$ cat src/rtl/mem_rd_stream.sv
// ============================================================================
//  Module   : mem_rd_stream
//  Purpose  : Sequential read master for a 1-cycle-latency memory port that
//             re-emits returned words as a valid/ready stream via a small FIFO.
//  Revision : 1.0 - initial release
// ============================================================================
`default_nettype none

module mem_rd_stream #(
    parameter int DATA_WIDTH      = 8,
    parameter int LOG_MAX_ADDRESS = 16,
    parameter int FIFO_DEPTH      = 4,
    parameter int LOG_FIFO_DEPTH  = 2
) (
    input  logic                       clk,
    input  logic                       rst,
    input  logic                       start,
    input  logic [LOG_MAX_ADDRESS-1:0] base_addr,
    input  logic [LOG_MAX_ADDRESS:0]   num_words,
    output logic                       busy,
    output logic                       done,
    output logic [LOG_MAX_ADDRESS-1:0] mem_addr_read,
    output logic                       mem_read,
    input  logic [DATA_WIDTH-1:0]      mem_data_read,
    input  logic                       mem_valid_out,
    output logic [DATA_WIDTH-1:0]      data_out,
    output logic                       valid_out,
    input  logic                       ready_in
);

    localparam int AW = LOG_MAX_ADDRESS;
    localparam int RW = LOG_MAX_ADDRESS + 1;
    localparam int PW = LOG_FIFO_DEPTH;
    localparam int CW = LOG_FIFO_DEPTH + 1;
    localparam int SW = LOG_FIFO_DEPTH + 2;

    localparam logic [AW-1:0] ADDR_ONE = AW'(1);
    localparam logic [RW-1:0] REM_ONE  = RW'(1);
    localparam logic [PW-1:0] PTR_ONE  = PW'(1);
    localparam logic [CW-1:0] CNT_ONE  = CW'(1);
    localparam logic [CW-1:0] CNT_FULL = CW'(FIFO_DEPTH);
    localparam logic [SW-1:0] CREDIT   = SW'(FIFO_DEPTH);

    typedef enum logic [1:0] {
        IDLE   = 2'd0,
        RUN    = 2'd1,
        FINISH = 2'd2
    } state_t;

    state_t          state_q, state_d;
    logic [AW-1:0]   addr_q, addr_d;
    logic [RW-1:0]   rem_q, rem_d;
    logic            mem_read_q, mem_read_d;
    logic [AW-1:0]   mem_addr_q, mem_addr_d;
    logic [PW-1:0]   wr_ptr_q, wr_ptr_d;
    logic [PW-1:0]   rd_ptr_q, rd_ptr_d;
    logic [CW-1:0]   count_q, count_d;
    logic [DATA_WIDTH-1:0] fifo_mem [FIFO_DEPTH];

    logic            w_valid;
    logic            w_push;
    logic            w_pop;
    logic            w_issue;
    logic            w_last;
    logic [SW-1:0]   w_credit;

    // Both the request on the bus and the word returning this cycle are still
    // outside the FIFO, so both must be reserved before issuing another read.
    always_comb begin
        w_valid  = (count_q != '0);
        w_push   = mem_valid_out && (state_q == RUN);
        w_pop    = w_valid && ready_in;
        w_credit = SW'(count_q) + SW'(mem_read_q) + SW'(w_push);
        w_issue  = (state_q == RUN) && (rem_q != '0) && (w_credit < CREDIT);
        w_last   = (rem_q == '0) && !mem_read_q && !w_push
                   && (count_q == CNT_ONE) && w_pop;
    end

    always_comb begin
        state_d    = state_q;
        addr_d     = addr_q;
        rem_d      = rem_q;
        mem_read_d = 1'b0;
        mem_addr_d = mem_addr_q;
        case (state_q)
            IDLE: begin
                if (start) begin
                    if (num_words != '0) begin
                        state_d    = RUN;
                        mem_read_d = 1'b1;
                        mem_addr_d = base_addr;
                        addr_d     = base_addr + ADDR_ONE;
                        rem_d      = num_words - REM_ONE;
                    end else begin
                        state_d = FINISH;
                    end
                end
            end
            RUN: begin
                if (w_issue) begin
                    mem_read_d = 1'b1;
                    mem_addr_d = addr_q;
                    addr_d     = addr_q + ADDR_ONE;
                    rem_d      = rem_q - REM_ONE;
                end
                if (w_last) begin
                    state_d = FINISH;
                end
            end
            FINISH: state_d = IDLE;
            default: state_d = IDLE;
        endcase
    end

    always_comb begin
        wr_ptr_d = wr_ptr_q;
        rd_ptr_d = rd_ptr_q;
        count_d  = count_q;
        if (w_push) begin
            wr_ptr_d = wr_ptr_q + PTR_ONE;
        end
        if (w_pop) begin
            rd_ptr_d = rd_ptr_q + PTR_ONE;
        end
        if (w_push && !w_pop) begin
            count_d = count_q + CNT_ONE;
        end else if (!w_push && w_pop) begin
            count_d = count_q - CNT_ONE;
        end
    end

    always_ff @(posedge clk) begin
        if (!rst) begin
            state_q    <= IDLE;
            addr_q     <= '0;
            rem_q      <= '0;
            mem_read_q <= 1'b0;
            mem_addr_q <= '0;
            wr_ptr_q   <= '0;
            rd_ptr_q   <= '0;
            count_q    <= '0;
        end else begin
            state_q    <= state_d;
            addr_q     <= addr_d;
            rem_q      <= rem_d;
            mem_read_q <= mem_read_d;
            mem_addr_q <= mem_addr_d;
            wr_ptr_q   <= wr_ptr_d;
            rd_ptr_q   <= rd_ptr_d;
            count_q    <= count_d;
        end
    end

    always_ff @(posedge clk) begin
        if (w_push) begin
            fifo_mem[wr_ptr_q] <= mem_data_read;
        end
    end

    a_no_overflow: assert property (@(posedge clk) disable iff (!rst)
        !(w_push && (count_q == CNT_FULL)));

    // Head is masked while empty so the stream reads zero after reset.
    assign data_out      = w_valid ? fifo_mem[rd_ptr_q] : '0;
    assign valid_out     = w_valid;
    assign busy          = (state_q == RUN);
    assign done          = (state_q == FINISH);
    assign mem_read      = mem_read_q;
    assign mem_addr_read = mem_addr_q;

endmodule

`default_nettype wire

$ cat config.mk
export PLATFORM = sky130hd
export DESIGN_NAME = mem_rd_stream
export DESIGN_NICKNAME = d
export VERILOG_FILES = /design/src/rtl/mem_rd_stream.sv
export SDC_FILE = /design/constraint.sdc
export NUM_CORES = 1
export LEC_CHECK = 0
export ABC_AREA = 1
export BUFFER_PORTS_ARGS = -buffer_cell sky130_fd_sc_hd__buf_2
export CAP_MARGIN = 25
export CORE_ASPECT_RATIO = 1.1
export CORE_UTILIZATION = 55
export CTS_BUF_LIST = sky130_fd_sc_hd__clkbuf_4
export CTS_CLUSTER_DIAMETER = 40
export CTS_CLUSTER_SIZE = 20
export DETAILED_ROUTE_END_ITERATION = 7
export HOLD_SLACK_MARGIN = 0.03
export MAX_ROUTING_LAYER = met4
export PLACE_DENSITY = 0.73
export RECOVER_POWER = 100
export SLEW_MARGIN = 15
export SYNTH_ARGS = -nofsm -noshare
export SYNTH_HDL_FRONTEND = slang
export SYNTH_SLANG_ARGS = --single-unit
$ cat constraint.sdc
create_clock -name clk -period 3.14 [get_ports clk]
set_input_delay 0.471 -clock clk [delete_from_list [all_inputs] [get_ports clk]]
set_output_delay 0.471 -clock clk [all_outputs]
set_load 0.005 [all_outputs]
==> results.cfg, run 1 <==
[status]
status = finished clean

[clocking]
cts_buffers = 9
tritoncts = yes
post-cts-setup-buffers = 0
cts.clk_slew.worst_paths_ns = 0.17
cts_sinks = 93
cts_root_buf = clkbuf_4
cts_max_level = 3
postCtsResizedCells = 0
clock_latency_ns = 0.45
cts_max_path_buffers = 2
hold_buffers = 0

[sta]
whs_ns = 0.263
finalCriticalPeriod_ns = 2.66
clock_skew_ns = 0.0196
rsz0062_at_grt = no
hold_violations = 0
setup_violations = 0
fmax_mhz = 376
period_share_pct = 84.7
worstMarginPinSlew_ns = 0.803
tns_ns = 0
slew_headroom_pct = 46.3
maxSlewViolCount = 0

[synth]
syn_area_um2 = 5350
syn_nets = 842
avgSynthCellArea_um2 = 6.83
synth_cells = 784
ys.flop_type = dfxtp_1
yosys_warnings = 0
async_flop_share_pct = 0
yosysUniqueCellTypes = 33
yosys.area.top_type = dfxtp_1
synth_top_area_share_pct = 22.8
ys_seq_area_share_pct = 40.8
synth_edf_count = 32
synth_seq_cells = 93
synthTopCellsByArea = dfxtp_1 (23%), edfxtp_1 (18%), nand2_1 (16%)

[grt]
grt_pass1_wl_um = 20700
grt_max_degree = 64
grtUsageMet3_pct = 3.54
grt_usage_pct = 27.0
met2_usage_pct = 43.8
grtUsageMet1_pct = 33.9
antenna_found_initial = 1
grt.busiest_layer = met2
grt.overflow.total = 0
first_global_vias = 4601

[placement]
gp_congestion = 0.925
dpl.hpwl_um = 8980
place_area_um2 = 5730
io_buffer_count = 73

[power]
ir_drop_v = 0.000317
finalPower_mw = 3.22
powerDensity_nw_per_um2 = 550
p_leak_nw = 2.75

[worst_setup_path]
crit_fanout = 63
rrSetupSlack_ns = 0.48
end_kind = register
slowest_delay_ns = 0.47
startpoint_type = register
arrival_ns = 3.02
crit_type = register to register
cp_cell_sequence = inv_1, nand2_4, nor3_1, nand2_2, nand2_1, buf_4, o21ai_0, nand2_1, nor2_1
path_buf_inv = 2
cp.required_ns = 3.50
crit_top_cell = nand2_1
cp_slowest_cell = nand2_4
crit_family = simple AND/OR/NAND/NOR gates

[floorplan]
fp.dieH_um = 105
die_x_um = 96.1
dieArea_um2 = 10100
fp-row-count = 37
start_util_pct = 56.9
core-area_um2 = 9400
pin_count = 74

[final_layout]
final_area_um2 = 5850
drive_gt1_share_pct = 12.0
final_core_util_pct = 62.2
final_nets = 901
syn_to_final_growth_pct = 9.26

[routing]
drt-pass1-iter-count = 5
wl_um = 12600
drtIter0Drc = 248
vias_per_cell = 5.18
drc = 0
avgRoutedWirePerCell_um = 13.0
vias = 5008
postRouteAntennaNets = 0

[flow_run]
cap_viol_max_count = 0

[min_path]
hp-class = primary input to register
[state kept, by name (all words and copies together), names as in the netlist, named ones only]
register / flops
fifo_mem: 32
rem_q: 17
addr_q: 16
mem_addr_read: 16
count_q: 3
rd_ptr_q: 2
state_q: 2
wr_ptr_q: 2
mem_read: 1
[cell usage after synthesis, types with 3 or more instances]
library cell,n
nand3_1,50
buf_4,5
o21ai_1,7
nand3b_1,3
dfxtp_1,61
buf_6,3
nand3_2,3
nor2_2,7
o21ai_2,3
edfxtp_1,32
nor2_1,121
nand2_2,12
ha_1,12
inv_2,4
buf_2,11
xnor2_1,3
nand4_1,9
o21ai_0,52
a21oi_1,47
clkbuf_1,10
nor2_4,4
nand2_1,222
xor2_1,6
inv_1,88
[area by class of cell]
class	instances	area, µm²
clock inverters	7	90.1
clock buffers	9	67.6
well taps	117	146
diodes	1	2.50
fillers	921	3550
repair buffers	78	372
inverters	92	345
multi-input cells	569	2640
flip-flops and latches	93	2180
[per-layer routing]
| metal | vias to the layer above | part of all wire [%] |
|---|---|---|
| met2 | 124 | 48 |
| met4 | 0 | 1.9 |
| li1 | 2605 | - |
| met1 | 2259 | 46 |
| met5 | - | 0 |
| met3 | 20 | 4.3 |
[cells by family (layout without fill, tap and decap cells)]
group / Yosys count / in the layout / synth area share (%)
and+or+nand+nor: 438 / 438 / 34.8
adders and majority gates: 12 / 12 / 2.81
buffers and inverters: 122 / 186 / 9.59
xor gates and xnor gates: 9 / 9 / 1.47
other: 0 / 1 / 0
DFF: 93 / 93 / 40.8
AOI/OAI and AO/OA: 110 / 110 / 10.6
[report_power, final]
group | leakage (nW) | total, mW | internal (mW) | switching (mW)
Combinational | 1.88 | 1.04 | 0.355 | 0.680
Clock | 0.0843 | 0.700 | 0.261 | 0.439
Sequential | 0.793 | 1.48 | 1.38 | 0.105
Total | 2.75 | 3.22 | 1.99 | 1.22
[placed cells by master (no fill, tap or decap), drive strengths merged]
cell type  count
bufinv         1
xor2           6
nand3         53
edfxtp        32
nor2         132
ha            12
clkbuf        37
clkinv         3
o2111ai        1
nand3b         3
nand2        235
o21ai         62
diode          1
a21oi         47
nor3           2
or2            2
nor2b          1
nor4           1
inv           95
dfxtp         61
xnor2          3
nand4          9
buf           50
[worst register-to-register path: stages (launching register included)]
cell and delay (ns):
dfxtp_1 0.35, inv_1 0.34, nand2_4 0.47, nor3_1 0.39, nand2_2 0.21, nand2_1 0.17
buf_4 0.37, o21ai_0 0.16, nand2_1 0.08, nor2_1 0.05
[final timing paths]
path                     start                 to  cells past startpoint
max                 state_q[1]          addr_q[6]                      9
max reg2reg         state_q[1]          addr_q[6]                      9
min           mem_data_read[7]     fifo_mem[3][7]                      1
min reg2reg  mem_addr_read[12]  mem_addr_read[12]                      2
[stage by stage]
stage	cells	setup WS, ns
6_report	966	0.480
5_1_grt	966	0.167
4_1_cts	965	0.541
3_5_place_dp	949	0.569
3_3_place_gp	949	0.681
2_1_floorplan	784	0.742
Note: power is estimated with default switching activity, not from simulation.
==> inputs of run 2 (changes only) <==
--- a/config.mk
+++ b/config.mk
@@ -5,18 +5,18 @@
 export SDC_FILE = /design/constraint.sdc
 export NUM_CORES = 1
 export LEC_CHECK = 0
-export ABC_AREA = 1
+export ABC_AREA = 0
 export BUFFER_PORTS_ARGS = -buffer_cell sky130_fd_sc_hd__buf_2
 export CAP_MARGIN = 25
 export CORE_ASPECT_RATIO = 1.1
-export CORE_UTILIZATION = 55
+export CORE_UTILIZATION = 54
 export CTS_BUF_LIST = sky130_fd_sc_hd__clkbuf_4
 export CTS_CLUSTER_DIAMETER = 40
 export CTS_CLUSTER_SIZE = 20
 export DETAILED_ROUTE_END_ITERATION = 7
 export HOLD_SLACK_MARGIN = 0.03
 export MAX_ROUTING_LAYER = met4
-export PLACE_DENSITY = 0.73
+export PLACE_DENSITY = 0.75
 export RECOVER_POWER = 100
 export SLEW_MARGIN = 15
 export SYNTH_ARGS = -nofsm -noshare
==> constraint.sdc (replaced) <==
create_clock -name clk -period 2.28 [get_ports clk]
set_input_delay 0.342 -clock clk [delete_from_list [all_inputs] [get_ports clk]]
set_output_delay 0.342 -clock clk [all_outputs]
set_load 0.005 [all_outputs]
==> run 2 against run 1 <==
The run now ends with setup timing left. Clock skew grew 0.0079 ns. Maximum frequency up 14%. Wire length is 8.4% higher. Register-to-register slack worse by 0.53 ns. Utilization rose by 11 points. Synthesized area fell by 4.7%. Global-route usage up 1.6 points. Via count decreased by 2.5%. Sequential share of layout area is 4.3 points lower. Cell count is 16% lower. Die area shrank 2.9%. First-iteration DRC count shrank 2.0%. Critical endpoint is now rem_q[12]. Largest power group unchanged.
==> results.cfg, run 2 <==
[status]
status = finished, violations left
violations = setup timing

[min_path]
hp-class = primary input to register
hp-start = mem_data_read[5]

[clocking]
cts_sinks = 93
cts_max_level = 3
cts.clk_slew.worst_paths_ns = 0.16
clock_latency_ns = 0.45
tritoncts = yes
cts_root_buf = clkbuf_4
cts_max_path_buffers = 2
cts_buffers = 9

[synth]
ys.flop_type = dfxtp_1
async_flop_share_pct = 0
synth_cells = 559
avgSynthCellArea_um2 = 9.13
synth_top_area_share_pct = 23.9
ys_seq_area_share_pct = 42.8
yosys_warnings = 0
synth_edf_count = 32
synth.most_common_cell = nand2_1
syn_nets = 617
synth_seq_cells = 93
synthTopCellsByArea = dfxtp_1 (24%), edfxtp_1 (19%), nand2_1 (5.2%)
yosys-top-cells-count = nand2_1 (70), dfxtp_1 (61), nor2_1 (53), edfxtp_1 (32)
yosysUniqueCellTypes = 66
syn_area_um2 = 5100
yosys.area.top_type = dfxtp_1

[power]
combPwrFrac_pct = 39.4
finalPower_mw = 4.74
ir_drop_v = 0.000371
switching_share_pct = 36.1
p_leak_nw = 2.66
p_int_mw = 3.03
p_switching_mw = 1.71
powerDensity_nw_per_um2 = 716
clock_power_share_pct = 17.4
seq_power_share_pct = 43.2

[sta]
slew_headroom_pct = 56.8
fmax_mhz = 429
maxSlewViolCount = 0
hold_violations = 0
tns_ns = -0.0782
period_share_pct = 102
setup_violations = 5
finalCriticalPeriod_ns = 2.33
worstMarginPinSlew_ns = 0.630
rsz0062_at_grt = yes
finalWorstSetupSlack_ns = -0.0521
clock_skew_ns = 0.0275

[floorplan]
start_util_pct = 56.6
pin_count = 74
dieArea_um2 = 9840
fp-row-count = 36
core-area_um2 = 9010
die_x_um = 94.7
fp.dieH_um = 104

[placement]
gp_congestion = 0.934
io_buffer_count = 73
dpl.hpwl_um = 9480

[final_layout]
drive_gt1_share_pct = 34.0
syn_to_final_growth_pct = 29.8
multi_input_area_um2 = 3050
regMostFlops = fifo_mem
final_nets = 747
diodes = 0
largest_reg_flops = 32
regArea_um2 = 2180
layout_commonest_cell = nand2_1
mostFrequentLayoutCells = nand2_1 (67), buf_2 (65), dfxtp_1 (59)
reg_top3 = fifo_mem (32), rem_q (17)
fillers = 656

[worst_setup_path]
crit_fanout = 7
crit_start = state_q[1]
cp.required_ns = 2.68
end_kind = register
crit_type = register to register
rrSetupSlack_ns = -0.05
arrival_ns = 2.73
worstReg2RegStart = state_q[1]
startpoint_type = register

[routing]
drt-pass1-iter-count = 5
drtIter0Drc = 243
wl_um = 13700
avgRoutedWirePerCell_um = 16.9
vias = 4881
vias_per_cell = 6.04
drc = 0
postRouteAntennaNets = 0

[grt]
grt.overflow.total = 0
first_global_vias = 4756
antenna_found_initial = 0
grt_max_degree = 36
grt_pass1_wl_um = 21800
met2_usage_pct = 49.9
grtUsageMet3_pct = 3.51
grt_usage_pct = 28.6
grt.busiest_layer = met2
grtUsageMet1_pct = 32.2

[flow_run]
cap_viol_max_count = 0
run 2: cell count changes after synthesis, sizes merged, moves of 21 or more:
cell / previous run / this run
inv: 92 / 12
nand2: 235 / 70
mux2i: 0 / 21
nor2: 132 / 53
o21ai: 62 / 30
nand3: 53 / 17
run 2: cell families after synthesis:
kind of cell	share of synthesized area (%)
multiplexers	8.83
flip-flops	42.8
AO/OA/AOI/OAI	19.6
XOR/XNOR	1.89
AND/OR/NAND/NOR	20.1
buffers and inverters	3.80
adder cells (fa/ha/maj)	2.94
run 2: through the flow:
stage | hold slack (ns) | cell area (µm²) | instances | util [%] | worst slack [ns]
global placement | 0.445 | 6100 | 776 | 67.7 | -0.0260
global route | 0.130 | 6620 | 808 | 73.5 | -0.129
finish | 0.146 | 6620 | 808 | 73.5 | -0.0521
detailed placement | 0.449 | 6100 | 776 | 67.7 | -0.0976
CTS | 0.0911 | 6350 | 801 | 70.5 | -0.0429
floorplan | 0.415 | 5320 | 559 | - | -0.606
run 2: repair_timing:
action                                  4_1_cts  5_1_grt
cloned                                        0        1
gates resized for setup                      17       58
pin swaps                                     4       16
endpoints found under the setup margin       31       42
buffers inserted                              9        6
hold buffers                                  0        0
run 2: power by group through the flow:
stage / clock, mW / sequential [mW] / combinational (mW)
2_1_floorplan: 0 / 2.05 / 1.06
3_3_place_gp: 0 / 2.06 / 1.58
5_1_grt: 0.908 / 2.07 / 2.05
6_report: 0.824 / 2.05 / 1.87
3_5_place_dp: 0 / 2.07 / 1.63
4_1_cts: 0.841 / 2.04 / 1.69
run 2: final cells by class:
class | count | share of cell area, %
clock inverters | 6 | 0.699
inverters | 12 | 0.794
repair buffers | 152 | 16.2
multi-input cells | 421 | 46.1
clock buffers | 10 | 1.13
flip-flops and latches | 93 | 33.0
well taps | 114 | 2.15
run 2: critical path: stages, from the launching register on:
cell and delay, ns:
dfxtp_2 0.35, nand2b_4 0.19, mux2i_2 0.25, ha_2 0.21, o211ai_1 0.13, or3_4 0.37, or2_4 0.24, or4_4 0.42
a41oi_2 0.13
run 2: path summary, 6_finish.rpt:
check | to | depth (start not counted)
setup / recovery | rem_q[12] | 8
hold / removal | fifo_mem[2][5] | 1
setup reg to reg | rem_q[12] | 8
hold reg to reg | mem_addr_read[1] | 2
run 2: layer usage:
layer	part of all wire, %	wire length [µm]	up-vias
met1	40	5500	2315
li1	-	-	2351
met4	3.3	456	0
met3	4.6	626	39
met2	52	7070	176
met5	0	0	-
==> inputs of run 3 (changes only) <==
==> constraint.sdc (replaced) <==
create_clock -name clk -period 2.04 [get_ports clk]
set_input_delay 0.306 -clock clk [delete_from_list [all_inputs] [get_ports clk]]
set_output_delay 0.306 -clock clk [all_outputs]
set_load 0.005 [all_outputs]
==> run 3 against run 2 <==
Cell count rose by 5.7%. Largest cell class unchanged. The flow still finishes with violations (setup timing). Total power grew 30%. First-iteration DRC count is 46% higher. Critical path type unchanged. Clock skew grew 0.0026 ns. Combinational power is 50% higher. Via count rose by 10%. Worst setup slack got worse by 0.36 ns. Highest routed layer unchanged. Sequential cell count is the same. Sequential share of layout area decreased by 3.0 points. Wire length increased by 17%. Global-route usage grew 4.0 points.
==> results.cfg, run 3 (synthesized netlist as in run 2, its figures left out) <==
[floorplan]
fp-row-count = 36
fp.dieH_um = 104
start_util_pct = 56.6
dieArea_um2 = 9840
die_x_um = 94.7
pin_count = 74
core-area_um2 = 9010

[sta]
setup_violations = 54
fmax_mhz = 408
hold_violations = 0
finalWorstSetupSlack_ns = -0.413
period_share_pct = 120
slew_headroom_pct = 43.7
rsz0062_at_grt = yes
worstMarginPinSlew_ns = 0.822
finalCriticalPeriod_ns = 2.45
clock_skew_ns = 0.0301
maxSlewViolCount = 0

[clocking]
clock_latency_ns = 0.47
tritoncts = yes
cts_max_level = 3
cts_root_buf = clkbuf_4
cts_max_path_buffers = 2
cts_sinks = 93
cts_buffers = 9
hold_buffers = 0
cts.clk_slew.worst_paths_ns = 0.17

[routing]
postRouteAntennaNets = 0
vias_per_cell = 6.31
drc = 0
vias = 5386
avgRoutedWirePerCell_um = 18.7
drt-pass1-iter-count = 5
wl_um = 16000
drtIter0Drc = 354

[final_layout]
mostFrequentLayoutCells = buf_4 (91), nand2_1 (65), buf_2 (58)
finalNonFillerCells = 854
regMostFlops = fifo_mem
syn_to_final_growth_pct = 43.2
layout_commonest_cell = buf_4
largest_reg_flops = 32
drive_gt1_share_pct = 42.0
final_nets = 793
diodes = 0
reg_top3 = fifo_mem (32), rem_q (17)
fillers = 527

[status]
status = finished, violations left
violations = setup timing

[worst_setup_path]
arrival_ns = 2.83
crit_start = state_q[1]
end_kind = register
crit_type = register to register
crit_fanout = 6
path_buf_inv = 0
cp_cell_sequence = nand2b_4, mux2i_1, ha_2, o211ai_1, or3_4, or2_4, or4_4, a41oi_2
worstReg2RegStart = state_q[1]
crit_family = simple AND/OR/NAND/NOR gates
cp_slowest_cell = or4_4
slowest_delay_ns = 0.41
cp.required_ns = 2.42
startpoint_type = register

[placement]
io_buffer_count = 73
dp.cells = 804
dpl.hpwl_um = 9730
gp_congestion = 0.909

[power]
ir_drop_v = 0.000511
finalPower_mw = 6.15
powerDensity_nw_per_um2 = 841
p_leak_nw = 2.97

[grt]
grt_usage_pct = 32.6
grt_max_degree = 27
antenna_found_initial = 0
grt_pass1_wl_um = 24600
grt.overflow.total = 0
first_global_vias = 5182

[min_path]
hp-start = mem_data_read[0]
hp-class = primary input to register

[flow_run]
cap_viol_max_count = 0
## run 3: layout make-up
class,instances,area (µm²),area share [%]
clock inverters,7,70.1,0.959
flip-flops and latches,93,2190,30.0
clock buffers,9,67.6,0.925
multi-input cells,423,3250,44.4
inverters,12,52.6,0.719
well taps,114,143,1.95
repair buffers,196,1540,21.1
## run 3: layer usage
layer | vias to the layer above | part of all wire, % | GRT usage (%)
met5 | - | 0 | -
met3 | 84 | 6.8 | 5.85
met1 | 2559 | 37 | 36.4
met4 | 0 | 5.1 | 14.8
li1 | 2449 | - | -
met2 | 294 | 51 | 55.7
## run 3: worst paths after layout
kind                            to  slack [ns]  cells after the start
hold reg to reg   mem_addr_read[1]        0.47                      2
setup reg to reg         rem_q[12]       -0.41                      8
setup / recovery         rem_q[12]       -0.41                      8
hold / removal      fifo_mem[1][0]         0.1                      1
## run 3: worst reg2reg max path, stage by stage, from the launching register on
cell      delay (ns)
dfxtp_2         0.36
nand2b_4        0.20
mux2i_1         0.31
ha_2            0.25
o211ai_1        0.11
or3_4           0.38
or2_4           0.24
or4_4           0.41
a41oi_2         0.13
## run 3: what timing repair did
| action | CTS | global route |
|---|---|---|
| cloned | 7 | 1 |
| setup endpoints to repair | 58 | 58 |
| setup buffers | 22 | 5 |
| resized for setup | 108 | 30 |
| pin swaps | 35 | 10 |
## run 3: power by group
group / switching (mW) / leakage, nW / internal (mW)
logic: 1.36 / 2.10 / 1.45
registers: 0.178 / 0.793 / 2.12
clock network: 0.666 / 0.0813 / 0.381
total: 2.20 / 2.97 / 3.94
## run 3: metrics by stage
step	TNS, ns	utilization, %	instance area (µm²)	setup slack [ns]	hold WS [ns]
after CTS	-6.73	79.2	7140	-0.274	0.0453
final	-13.31	81.1	7300	-0.413	0.0966
after global routing	-18.53	81.1	7300	-0.469	0.0903
after global placement	-7.42	69.7	6280	-0.268	0.446
after detailed placement	-9.71	69.7	6280	-0.324	0.452
after floorplan	-26.53	-	5330	-0.846	0.405
